File: src/rtl/pipeline_hazard_ctrl.sv
// Pipeline hazard controller: operand forwarding, load-use and long-latency scoreboard
// stalls, and a branch-wait/flush FSM, with a saturating stall counter.
module pipeline_hazard_ctrl #(
  parameter int unsigned FWD_STAGES = 3,
  parameter int unsigned MAX_LONG   = 4,
  parameter int unsigned CNT_W      = 16
) (
  input  logic                    clk,
  input  logic                    reset,
  input  logic                    id_valid,
  input  logic [4:0]              id_rs1,
  input  logic [4:0]              id_rs2,
  input  logic                    id_uses_rs1,
  input  logic                    id_uses_rs2,
  input  logic [4:0]              id_rd,
  input  logic                    id_write_reg,
  input  logic                    id_is_long,
  input  logic                    id_is_branch,
  input  logic [FWD_STAGES-1:0]   stage_write_reg,
  input  logic [5*FWD_STAGES-1:0] stage_rd,
  input  logic [FWD_STAGES-1:0]   stage_not_ready,
  input  logic                    br_resolve,
  input  logic                    br_taken,
  input  logic                    long_done,
  input  logic [4:0]              long_done_rd,
  input  logic                    imem_wait,
  input  logic                    dmem_wait,
  output logic                    pipe_enable,
  output logic                    if_pc_write_enable,
  output logic                    ifid_write_enable,
  output logic                    id_bubble,
  output logic                    id_flush,
  output logic [2:0]              forward_rs1,
  output logic [2:0]              forward_rs2,
  output logic                    long_full,
  output logic                    sb_error,
  output logic [CNT_W-1:0]        stall_count
);

  localparam int unsigned LCW = $clog2(MAX_LONG + 1);

  typedef enum logic [1:0] {BR_IDLE, BR_WAIT, BR_FLUSH} br_state_t;

  br_state_t      br_state, br_next;
  logic [31:0]    busy;
  logic [LCW-1:0] long_cnt;

  logic [3:0] m1, m2;
  logic       haz1, haz2, waw, long_stall, data_stall;
  logic       issue, long_set, done_ok;

  // Lowest-index stage writing rs: {not_ready, stage index}, index 0 when no match.
  function automatic logic [3:0] lookup(input logic [4:0] rs,
                                        input logic [FWD_STAGES-1:0] wr,
                                        input logic [5*FWD_STAGES-1:0] rd,
                                        input logic [FWD_STAGES-1:0] nr);
    logic [3:0] r;
    r = 4'd0;
    for (int k = FWD_STAGES; k >= 1; k--) begin
      if (wr[k-1] && (rd[5*(k-1) +: 5] == rs)) r = {nr[k-1], 3'(k)};
    end
    return r;
  endfunction

  always_comb begin
    m1          = lookup(id_rs1, stage_write_reg, stage_rd, stage_not_ready);
    m2          = lookup(id_rs2, stage_write_reg, stage_rd, stage_not_ready);
    pipe_enable = !(imem_wait || dmem_wait);
    long_full   = (long_cnt == LCW'(MAX_LONG));
    haz1        = id_uses_rs1 && (id_rs1 != 5'd0) && (busy[id_rs1] || m1[3]);
    haz2        = id_uses_rs2 && (id_rs2 != 5'd0) && (busy[id_rs2] || m2[3]);
    waw         = id_write_reg && (id_rd != 5'd0) && busy[id_rd];
    long_stall  = id_is_long && long_full && !long_done;
    data_stall  = id_valid && (haz1 || haz2 || waw || long_stall);
    forward_rs1 = (id_uses_rs1 && (id_rs1 != 5'd0) && !data_stall) ? m1[2:0] : 3'd0;
    forward_rs2 = (id_uses_rs2 && (id_rs2 != 5'd0) && !data_stall) ? m2[2:0] : 3'd0;
    issue       = id_valid && !data_stall && pipe_enable && (br_state == BR_IDLE);
    long_set    = issue && id_is_long && (id_rd != 5'd0);
    done_ok     = long_done && (long_cnt != '0) && busy[long_done_rd];
  end

  always_ff @(posedge clk) begin
    if (reset) br_state <= BR_IDLE;
    else       br_state <= br_next;
  end

  // Branch FSM next state and pipeline control outputs; data stall overrides last.
  always_comb begin
    br_next            = br_state;
    if_pc_write_enable = 1'b1;
    ifid_write_enable  = 1'b1;
    id_bubble          = 1'b0;
    id_flush           = 1'b0;
    case (br_state)
      BR_IDLE: begin
        if (issue && id_is_branch) br_next = BR_WAIT;
      end
      BR_WAIT: begin
        if_pc_write_enable = br_resolve;
        ifid_write_enable  = 1'b0;
        id_bubble          = 1'b1;
        if (pipe_enable && br_resolve) br_next = br_taken ? BR_FLUSH : BR_IDLE;
      end
      BR_FLUSH: begin
        id_flush  = 1'b1;
        id_bubble = 1'b1;
        if (pipe_enable) br_next = BR_IDLE;
      end
      default: br_next = BR_IDLE;
    endcase
    if (data_stall) begin
      if_pc_write_enable = 1'b0;
      ifid_write_enable  = 1'b0;
      id_bubble          = 1'b1;
    end
  end

  // Scoreboard: completions clear even while the pipe is held; a same-rd issue wins.
  always_ff @(posedge clk) begin
    if (reset) begin
      busy        <= '0;
      long_cnt    <= '0;
      sb_error    <= 1'b0;
      stall_count <= '0;
    end else begin
      if (done_ok)  busy[long_done_rd] <= 1'b0;
      if (long_set) busy[id_rd]        <= 1'b1;
      long_cnt <= long_cnt + LCW'(long_set) - LCW'(done_ok);
      if (long_done && !done_ok) sb_error <= 1'b1;
      if (id_bubble && pipe_enable && (stall_count != '1))
        stall_count <= stall_count + CNT_W'(1);
    end
  end

endmodule

File: config.mk
export PLATFORM = sky130hd
export DESIGN_NAME = pipeline_hazard_ctrl
export DESIGN_NICKNAME = d
export VERILOG_FILES = /design/src/rtl/pipeline_hazard_ctrl.sv
export SDC_FILE = /design/constraint.sdc
export NUM_CORES = 1
export LEC_CHECK = 0
export ABC_AREA = 0
export CAP_MARGIN = 40
export CORE_ASPECT_RATIO = 0.6
export CORE_MARGIN = 2
export CORE_UTILIZATION = 25
export DETAILED_ROUTE_END_ITERATION = 12
export DONT_BUFFER_PORTS = 1
export PLACE_DENSITY_LB_ADDON = 0.08
export SYNTH_ARGS = -nofsm -noshare
export SYNTH_HDL_FRONTEND = slang
export SYNTH_SLANG_ARGS = --single-unit
File: constraint.sdc
create_clock -name clk -period 5.5 [get_ports clk]
set_clock_uncertainty 0.2 [all_clocks]
set_input_delay 1.1 -clock clk [delete_from_list [all_inputs] [get_ports clk]]
set_output_delay 1.1 -clock clk [all_outputs]
set_load 0.05 [all_outputs]
======== After elaboration in Yosys (flattened, before gate mapping) ========
Cells that the tools add are included.
storage, ports and cells
  logic and storage cells ................. 113
  output and inout port bits .............. 29
  register bits ........................... 54
  input port bits ......................... 54
cells by class
  $lt $le $gt $ge ......................... 6
  reductions and logical operators ........ 48
  eq/ne operators ......................... 13
  bitwise gates (word level) .............. 3
  add/sub/neg operators ................... 3
  mux-type cells .......................... 35
operators with widths
  cell                                                               count
  2-to-1 mux 32 bit                                                  3
  bitwise AND 32 bit                                                 1
  inverter 32 bit                                                    1
  OR 32 bit                                                          1
  logical AND 1 bit                                                  31
  equality test 5 bit                                                6
  < comparator 5 x 6 -> 1 bit, second input constant                 4
  2-to-1 mux 4 bit                                                   6
  binary-select mux 1 bit (select 5 bit)                             4
  adder 16 x 1 -> 16 bit, second input constant                      1
  inequality test 16 bit, second input constant                      1
  nonzero test 5 bit                                                 3
  2-to-1 mux 1 bit                                                   13
  demux 1 bit (select 5 bit)                                         2
  greater-or-equal comparator 5 x 1 -> 1 bit, second input constant  2
  2-to-1 mux 2 bit                                                   4
  logical OR 1 bit                                                   6
  2-to-1 mux 3 bit                                                   2
  one-hot mux 2 bit (3 select lines)                                 1
  zero test 1 bit                                                    4
  inequality test 2 bit, second input constant                       2
  adder 3 x 1 -> 3 bit                                               1
  equality test 3 bit, second input constant                         1
  AND reduction 3 bit                                                1
  7 further kinds                                                    7

======== Longest topological paths before layout ========
Gate-level depths: netlist of the first run.
  word-level depth ........................ 19
  mapped depth ............................ 19
  gate-level depth less buffers ........... 16

======== Least setup slack after synthesis of the first run ========
No wires, ideal clock.
  path type ............................... input port to output port
  from .................................... in id_rs1[0]
  to ...................................... out forward_rs1[1]
  setup slack ............................. -1,061 ps
  stages .................................. 10
  required time ........................... 4,200 ps
  buffers on the path ..................... 3
  arrival ................................. 5,261 ps
  cells stage by stage .................... buf_6 -> buf_6 -> mux4_2 -> nor2_1 -> a311oi_1 -> nor4_2 -> nand4_1 -> or2_1 -> buf_4 -> a2111oi_0
on the way
  longest elaborated chain between the ends .. 14
  elaborated cells on any way between the ends .. 22
  those cells by class .................... eq/ne (3); mux (6); reduce/logical (13)
ends and longest elaborated chain
  element                        line  source
  start, declared                11    input logic [4:0] id_rs1,
  equality test 5 bit            60    if (wr[k-1] && (rd[5*(k-1) +: 5] == rs)) r = {nr[k-1], 3'(k)};
  logical AND 1 bit              60
  2-to-1 mux 4 bit (3 in a row)  60
  logical OR 1 bit               70    haz1 = id_uses_rs1 && (id_rs1 != 5'd0) && (busy[id_rs1] || m1[3]);
  logical AND 1 bit              70
  logical OR 1 bit (3 in a row)  74    data_stall = id_valid && (haz1 || haz2 || waw || long_stall);
  logical AND 1 bit              74
  zero test 1 bit                75    forward_rs1 = (id_uses_rs1 && (id_rs1 != 5'd0) && !data_stall) ? m1[2:0] : 3'd0;
  logical AND 1 bit              75
  2-to-1 mux 3 bit *             75
  end, declared                  33    output logic [2:0] forward_rs1,
Every way passes the cells marked *; elsewhere a longest branch is shown, timed or not. The select of a mux whose other input is x is not followed.

======== Worst setup path after layout of the first run ========
  from .................................... in id_rd[0]
  to ...................................... out forward_rs2[1]
on the way
  longest elaborated chain between the ends .. 9
  elaborated cells on any way between the ends .. 11
  those cells by class .................... mux (3); reduce/logical (8)
ends and longest elaborated chain
  element                                                                              line  source
  start, declared                                                                      15    input logic [4:0] id_rd,
  binary-select mux 1 bit (select 5 bit) / nonzero test 5 bit (equally long branches)  72    waw = id_write_reg && (id_rd != 5'd0) && busy[id_rd];
  2-to-1 mux 1 bit (implied by the code) / logical AND 1 bit (equally long branches)   72
  logical AND 1 bit *                                                                  72
  logical OR 1 bit * (2 in a row)                                                      74
  logical AND 1 bit *                                                                  74
  zero test 1 bit *                                                                    76    forward_rs2 = (id_uses_rs2 && (id_rs2 != 5'd0) && !data_stall) ? m2[2:0] : 3'd0;
  logical AND 1 bit *                                                                  76
  2-to-1 mux 3 bit *                                                                   76
  end, declared                                                                        34    output logic [2:0] forward_rs2,
Marks and branches as above.

==> run_results.csv, run 1 <==
group,metric,value,unit
grt,grt_pass1_vias,3859,
timing,setup_viol,0,
timing,hold_viol,0,
logic_synthesis,synthFlopType,"dfxtp_1",
clocking,cts_sinks,54,
setup_path,cpMaxStageDelayCell,"mux4_2",
timing,slew-limit-headroom,55.1,%
clocking,holdBufCountCts,0,
grt,grt_max_degree,39,
logic_synthesis,synth_cell_type_count,64,
setup_path,endpoint_kind,"primary output",
logic_synthesis,syn_inst,496,
floorplanning,die_h,106,um
logic_synthesis,syn_area_per_cell,8.65,sq um
hold_path,hold_class,"flip-flop to flip-flop",
timing,finalCritPeriodShare,89.7,%
placement,gp_congestion,0.845,
setup_path,crit_path_cell_trace,"mux4_2 -> mux2_2 -> a22oi_1 -> o22a_1 -> nand4_1 -> or2_1 -> a2111oi_2 -> buf_4",
grt,grtUsageTotal,17.2,%
placement,portBuffers,0,
logic_synthesis,synthArstFlopShare,0,%
clocking,cts_root_buf,"clkbuf_16",
setup_path,reg2regPathDepth,16,
floorplanning,core,0.0170,sq mm
power,irDropWorstVdd,86.9,uV
logic_synthesis,seq_area_frac_synth,25.2,%
hold_path,hold_depth,2,
clocking,numCtsBuffers,5,
setup_path,path_max_fanout,13,
grt,grt-ovfl-total,0,
grt,grt_pass1_wl,24000,um
setup_path,arrival,3640,ps
cells_and_area,finalNonFillerCells,714,
cells_and_area,syn_to_final_growth,9.12,%
timing,worst_slack,565,ps
cells_and_area,multi_input_area,0.00302,sq mm
floorplanning,dieWidth,173,um
floorplanning,die-area,0.0183,sq mm
drt,ant_nets,0,
cells_and_area,seq_area,0.00108,sq mm
cells_and_area,antennaDiodeCount,0,
setup_path,crit_type,"input pin to primary output",
drt,drt-total-wl,15800,um
cells_and_area,layout.nets,541,
timing,period_needed,4940,ps
placement,dpl.cell_count,706,
logic_synthesis,yosys_register_bits,54,
clocking,cts_resized,0,
timing,tightest_slew,674,ps
floorplanning,ios,83,
drt,drcViolationCount,0,
timing,fmax,0.203,GHz
drt,vias_per_cell,5.53,
floorplanning,floorplan.initialDensity,25.3,%
timing,slew_violations,0,
grt,antenna_found_initial,0,
logic_synthesis,synth-edff-count,0,
clocking,post_cts_buffers,0,
logic_synthesis,yosysWarningCount,0,
logic_synthesis,synthesis.area,0.00429,sq mm
drt,via_count,3948,
clocking,cts_max_level,2,
setup_path,cp-start-kind,"input pin",
timing,grt_setup_unrepaired,"false",
power,leakagePower,1.49,nW
setup_path,required,4200,ps
cells_and_area,fill_cells,1794,
clocking,cts_tree,"done",
drt,first_pass_iters,7,
drt,drt_iter0_drc,372,
clocking,clock_path_buffers,2,
floorplanning,row_count,37,
power,power.density,200,mW/mm^2
clocking,clkLatencyLatePin,310,ps
placement,dp_slack,580,ps
cells_and_area,drive_gt1_share,14.8,%
clocking,cts.reportedPaths.clkPinSlew,80,ps
outcome,outcome,"complete, no violations",
setup_path,max_stage_delay,470,ps
power,p_total,935,uW
flow_run,maxCapViolations,0,
drt,routedWlPerCell,22.1,um
placement,hpwl,11900,um
==> sequential cells by signal, summed over array words and instances, names as in the netlist <==
name	count
busy	32
stall_count	16
long_cnt	3
br_state	2
sb_error	1
==> through the flow <==
step	utilization (%)	hold WS (ps)	setup TNS (ps)	cell area [sq um]
5_1_grt	27.6	366	0	4680
2_1_floorplan	-	229	-801	4300
6_report	27.6	341	0	4680
3_3_place_gp	26.6	302	0	4530
4_1_cts	27.6	333	0	4680
3_5_place_dp	26.7	321	0	4530
==> cells in the mapped netlist (9+ instances only) <==
library cell  count  area (sq um)
mux2i_1           9          90.1
or4_1            10          75.1
nand3_1          30           150
o21ai_0          15          75.1
o21ai_1          17          85.1
buf_2            11          55.1
nand2_1          38           143
xnor2_1          17           149
inv_1            13          48.8
a21oi_1          18          90.1
nor2_1           28           105
nor2b_1          10          62.6
nand4_1          10          62.6
clkbuf_1         18          67.6
o211ai_1         26           195
dfxtp_1          54          1080
nor3_1            9          45.0
xor2_1           15           131
mux4_2           26           586
==> worst max-delay path, delay by kind of cell <==
kind            cells  cell delay, ps
simple gates        2             670
mux                 2             750
compound gates      3             860
buf+inv             1             260
==> cells by family (layout without fill, tap and decap cells) <==
family          after synthesis  count (layout)  synth area share (%)
flops                        54              54                  25.2
simple gates                181             181                  22.8
other cells                   1               2                0.0874
compound gates              127             127                  20.0
mux                          42              42                  17.6
fa+ha+maj                     8               8                  2.51
xor+xnor                     32              32                  6.53
buf+inv                      51              34                  5.39
==> final cells by class <==
type	count	area share (%)
Inverter	14	1.12
Sequential cell	54	23.1
Clock buffer	5	2.67
Clock inverter	3	0.614
Multi-Input combinational cell	392	64.4
Timing Repair Buffer	12	1.87
Tap cell	234	6.25
==> final timing paths <==
check	from	end	slack (ps)
worst max-delay path	id_rd[0]	forward_rs2[1]	560
worst min-delay path	busy[0]	busy[0]	340
worst max register to register	busy[11]	long_cnt[2]	1500
worst min register to register	busy[0]	busy[0]	340
==> power breakdown <==
| group | internal [mW] | switching [mW] | total (mW) |
|---|---|---|---|
| Combinational | 0.0671 | 0.126 | 0.193 |
| Sequential | 0.395 | 0.00860 | 0.404 |
| Clock | 0.174 | 0.164 | 0.338 |
==> routing by layer <==
layer	routed length, um	track usage [%]	vias up
li1	-	-	1853
met1	8400	27.6	1937
met3	1080	3.39	10
met5	0	0	-
met4	111	2.72	0
met2	6180	23.5	148
==> cell usage in the layout (no fill, tap or decap), drive strengths merged, types with 4 or more instances in the layout <==
cell type / instances
a21oi: 18
ha: 7
o31ai: 7
mux4: 26
or3: 8
o21ai: 39
nor3b: 4
a22oi: 5
dfxtp: 54
xor2: 15
nand2: 38
xnor2: 17
nor2b: 10
clkbuf: 5
nand3: 30
nor2: 28
or4: 11
o211ai: 26
mux2i: 9
a2111oi: 4
nor4: 5
inv: 14
and3: 7
a211oi: 7
nor3: 9
mux2: 7
nand3b: 4
nand4: 10
buf: 12
No activity file was read; power rests on OpenSTA's default activity.
==> inputs of run 2 (changes only) <==
Settings changed: CELL_PAD_IN_SITES_DETAIL_PLACEMENT set to 0, CELL_PAD_IN_SITES_GLOBAL_PLACEMENT set to 2.
==> run 2 against run 1 <==
Against the previous run: non-clock buffer count did not move; via count fell by 0.61%; fmax decreased by 0.16%; cell count did not move.
==> run_results.csv, run 2 (same netlist as run 1, synthesis figures left out) <==
group,metric,value,unit
clocking,post_cts_buffers,0,
power,leakagePower,1.49,nW
drt,drt_iter0_drc,290,
power,irDropWorstVdd,117,uV
cells_and_area,regMostFlops,"busy",
clocking,numCtsBuffers,5,
cells_and_area,drive_gt1_share,14.8,%
setup_path,arrival,3640,ps
drt,drcViolationCount,0,
flow_run,maxCapViolations,0,
placement,hpwl,12300,um
cells_and_area,antennaDiodeCount,0,
cells_and_area,final_util,27.6,%
cells_and_area,syn_to_final_growth,9.12,%
clocking,clock_path_buffers,2,
clocking,cts.reportedPaths.clkPinSlew,80,ps
timing,slew-limit-headroom,53.7,%
setup_path,path_max_fanout,13,
hold_path,holdCritStartpoint,"busy[0]",
clocking,cts_max_level,2,
cells_and_area,final_cell_mix,"dfxtp_1, nand2_1, nand3_1",
cells_and_area,top_regs,"busy: 32 flops, stall_count: 16 flops, long_cnt: 3 flops",
clocking,cts_resized,0,
setup_path,r2r-start,"busy[11]",
floorplanning,row_count,37,
placement,portBuffers,0,
clocking,cts_sinks,54,
setup_path,startpoint,"id_rd[0]",
grt,antenna_found_initial,0,
setup_path,required,4200,ps
cells_and_area,mostFrequentLayoutCell,"dfxtp_1",
drt,first_pass_iters,4,
grt,grt_max_degree,39,
floorplanning,dieWidth,173,um
clocking,holdBufCountCts,0,
drt,vias_per_cell,5.50,
setup_path,endpoint_kind,"primary output",
hold_path,hold_class,"flip-flop to flip-flop",
timing,grt_setup_unrepaired,"false",
drt,routedWlPerCell,22.7,um
grt,grt-ovfl-total,0,
timing,tightest_slew,693,ps
power,p_total,939,uW
timing,timing.hold.ws,327,ps
timing,hold_viol,0,
placement,placed_cell_area,0.00453,sq mm
cells_and_area,stdcell_area,0.00468,sq mm
timing,fmax,0.202,GHz
cells_and_area,finalNonFillerCells,714,
placement,gp_congestion,0.820,
clocking,clkLatencyLatePin,310,ps
grt,grt_pass1_vias,3740,
drt,drt-total-wl,16200,um
setup_path,crit_type,"input pin to primary output",
cells_and_area,layout.nets,541,
drt,via_count,3924,
grt,grt_pass1_wl,24700,um
outcome,outcome,"complete, no violations",
timing,period_needed,4940,ps
floorplanning,ios,83,
floorplanning,die-area,0.0183,sq mm
clocking,cts_root_buf,"clkbuf_16",
setup_path,cp-start-kind,"input pin",
floorplanning,die_h,106,um
clocking,cts_tree,"done",
grt,grtUsageTotal,18.0,%
setup_path,r2r_slack,1450,ps
cells_and_area,largest_register_ffs,32,
timing,worst_slack,557,ps
drt,ant_nets,0,
timing,setup_tns,0,ps
timing,finalCritPeriodShare,89.9,%
placement,dpl.cell_count,706,
timing,setup_viol,0,
power,power.density,201,mW/mm^2
floorplanning,floorplan.initialDensity,25.3,%
placement,dp_slack,549,ps
floorplanning,core,0.0170,sq mm
timing,slew_violations,0,
==> run 2: cell counts in the layout (fill, tap and decap cells not counted) <==
No cell type changed its count.
==> run 2: cell type report <==
cell class / instances / area, sq um
inverters: 14 / 52.6
clock inverters: 3 / 28.8
multi-input cells: 392 / 3020
fillers: 1820 / 12300
clock buffers: 5 / 125
flip-flops and latches: 54 / 1080
well taps: 234 / 293
repair buffers: 12 / 87.6
==> run 2: routing by layer <==
| metal | track usage [%] | routed length [um] | vias up |
|---|---|---|---|
| met1 | 29.1 | 8720 | 1921 |
| li1 | - | - | 1849 |
| met3 | 5.27 | 1330 | 11 |
| met5 | 0 | 0 | - |
| met4 | 2.85 | 129 | 0 |
| met2 | 22.9 | 6020 | 143 |
==> run 2: final timing paths <==
kind                     to  depth (start not counted)
max          forward_rs2[1]                          8
min                 busy[0]                          2
max reg2reg     long_cnt[2]                         16
min reg2reg         busy[0]                          2
==> run 2: power breakdown <==
group	total, mW	internal (mW)	switching (mW)
sequential	0.404	0.396	0.00864
combinational	0.194	0.0671	0.127
clock	0.341	0.174	0.167
total	0.939	0.637	0.302
==> run 2: worst max-delay path, stage by stage <==
cell	delay, ps
mux4_2	480
mux2_2	270
a22oi_1	290
o22a_1	180
nand4_1	160
or2_1	440
a2111oi_2	450
buf_4	260
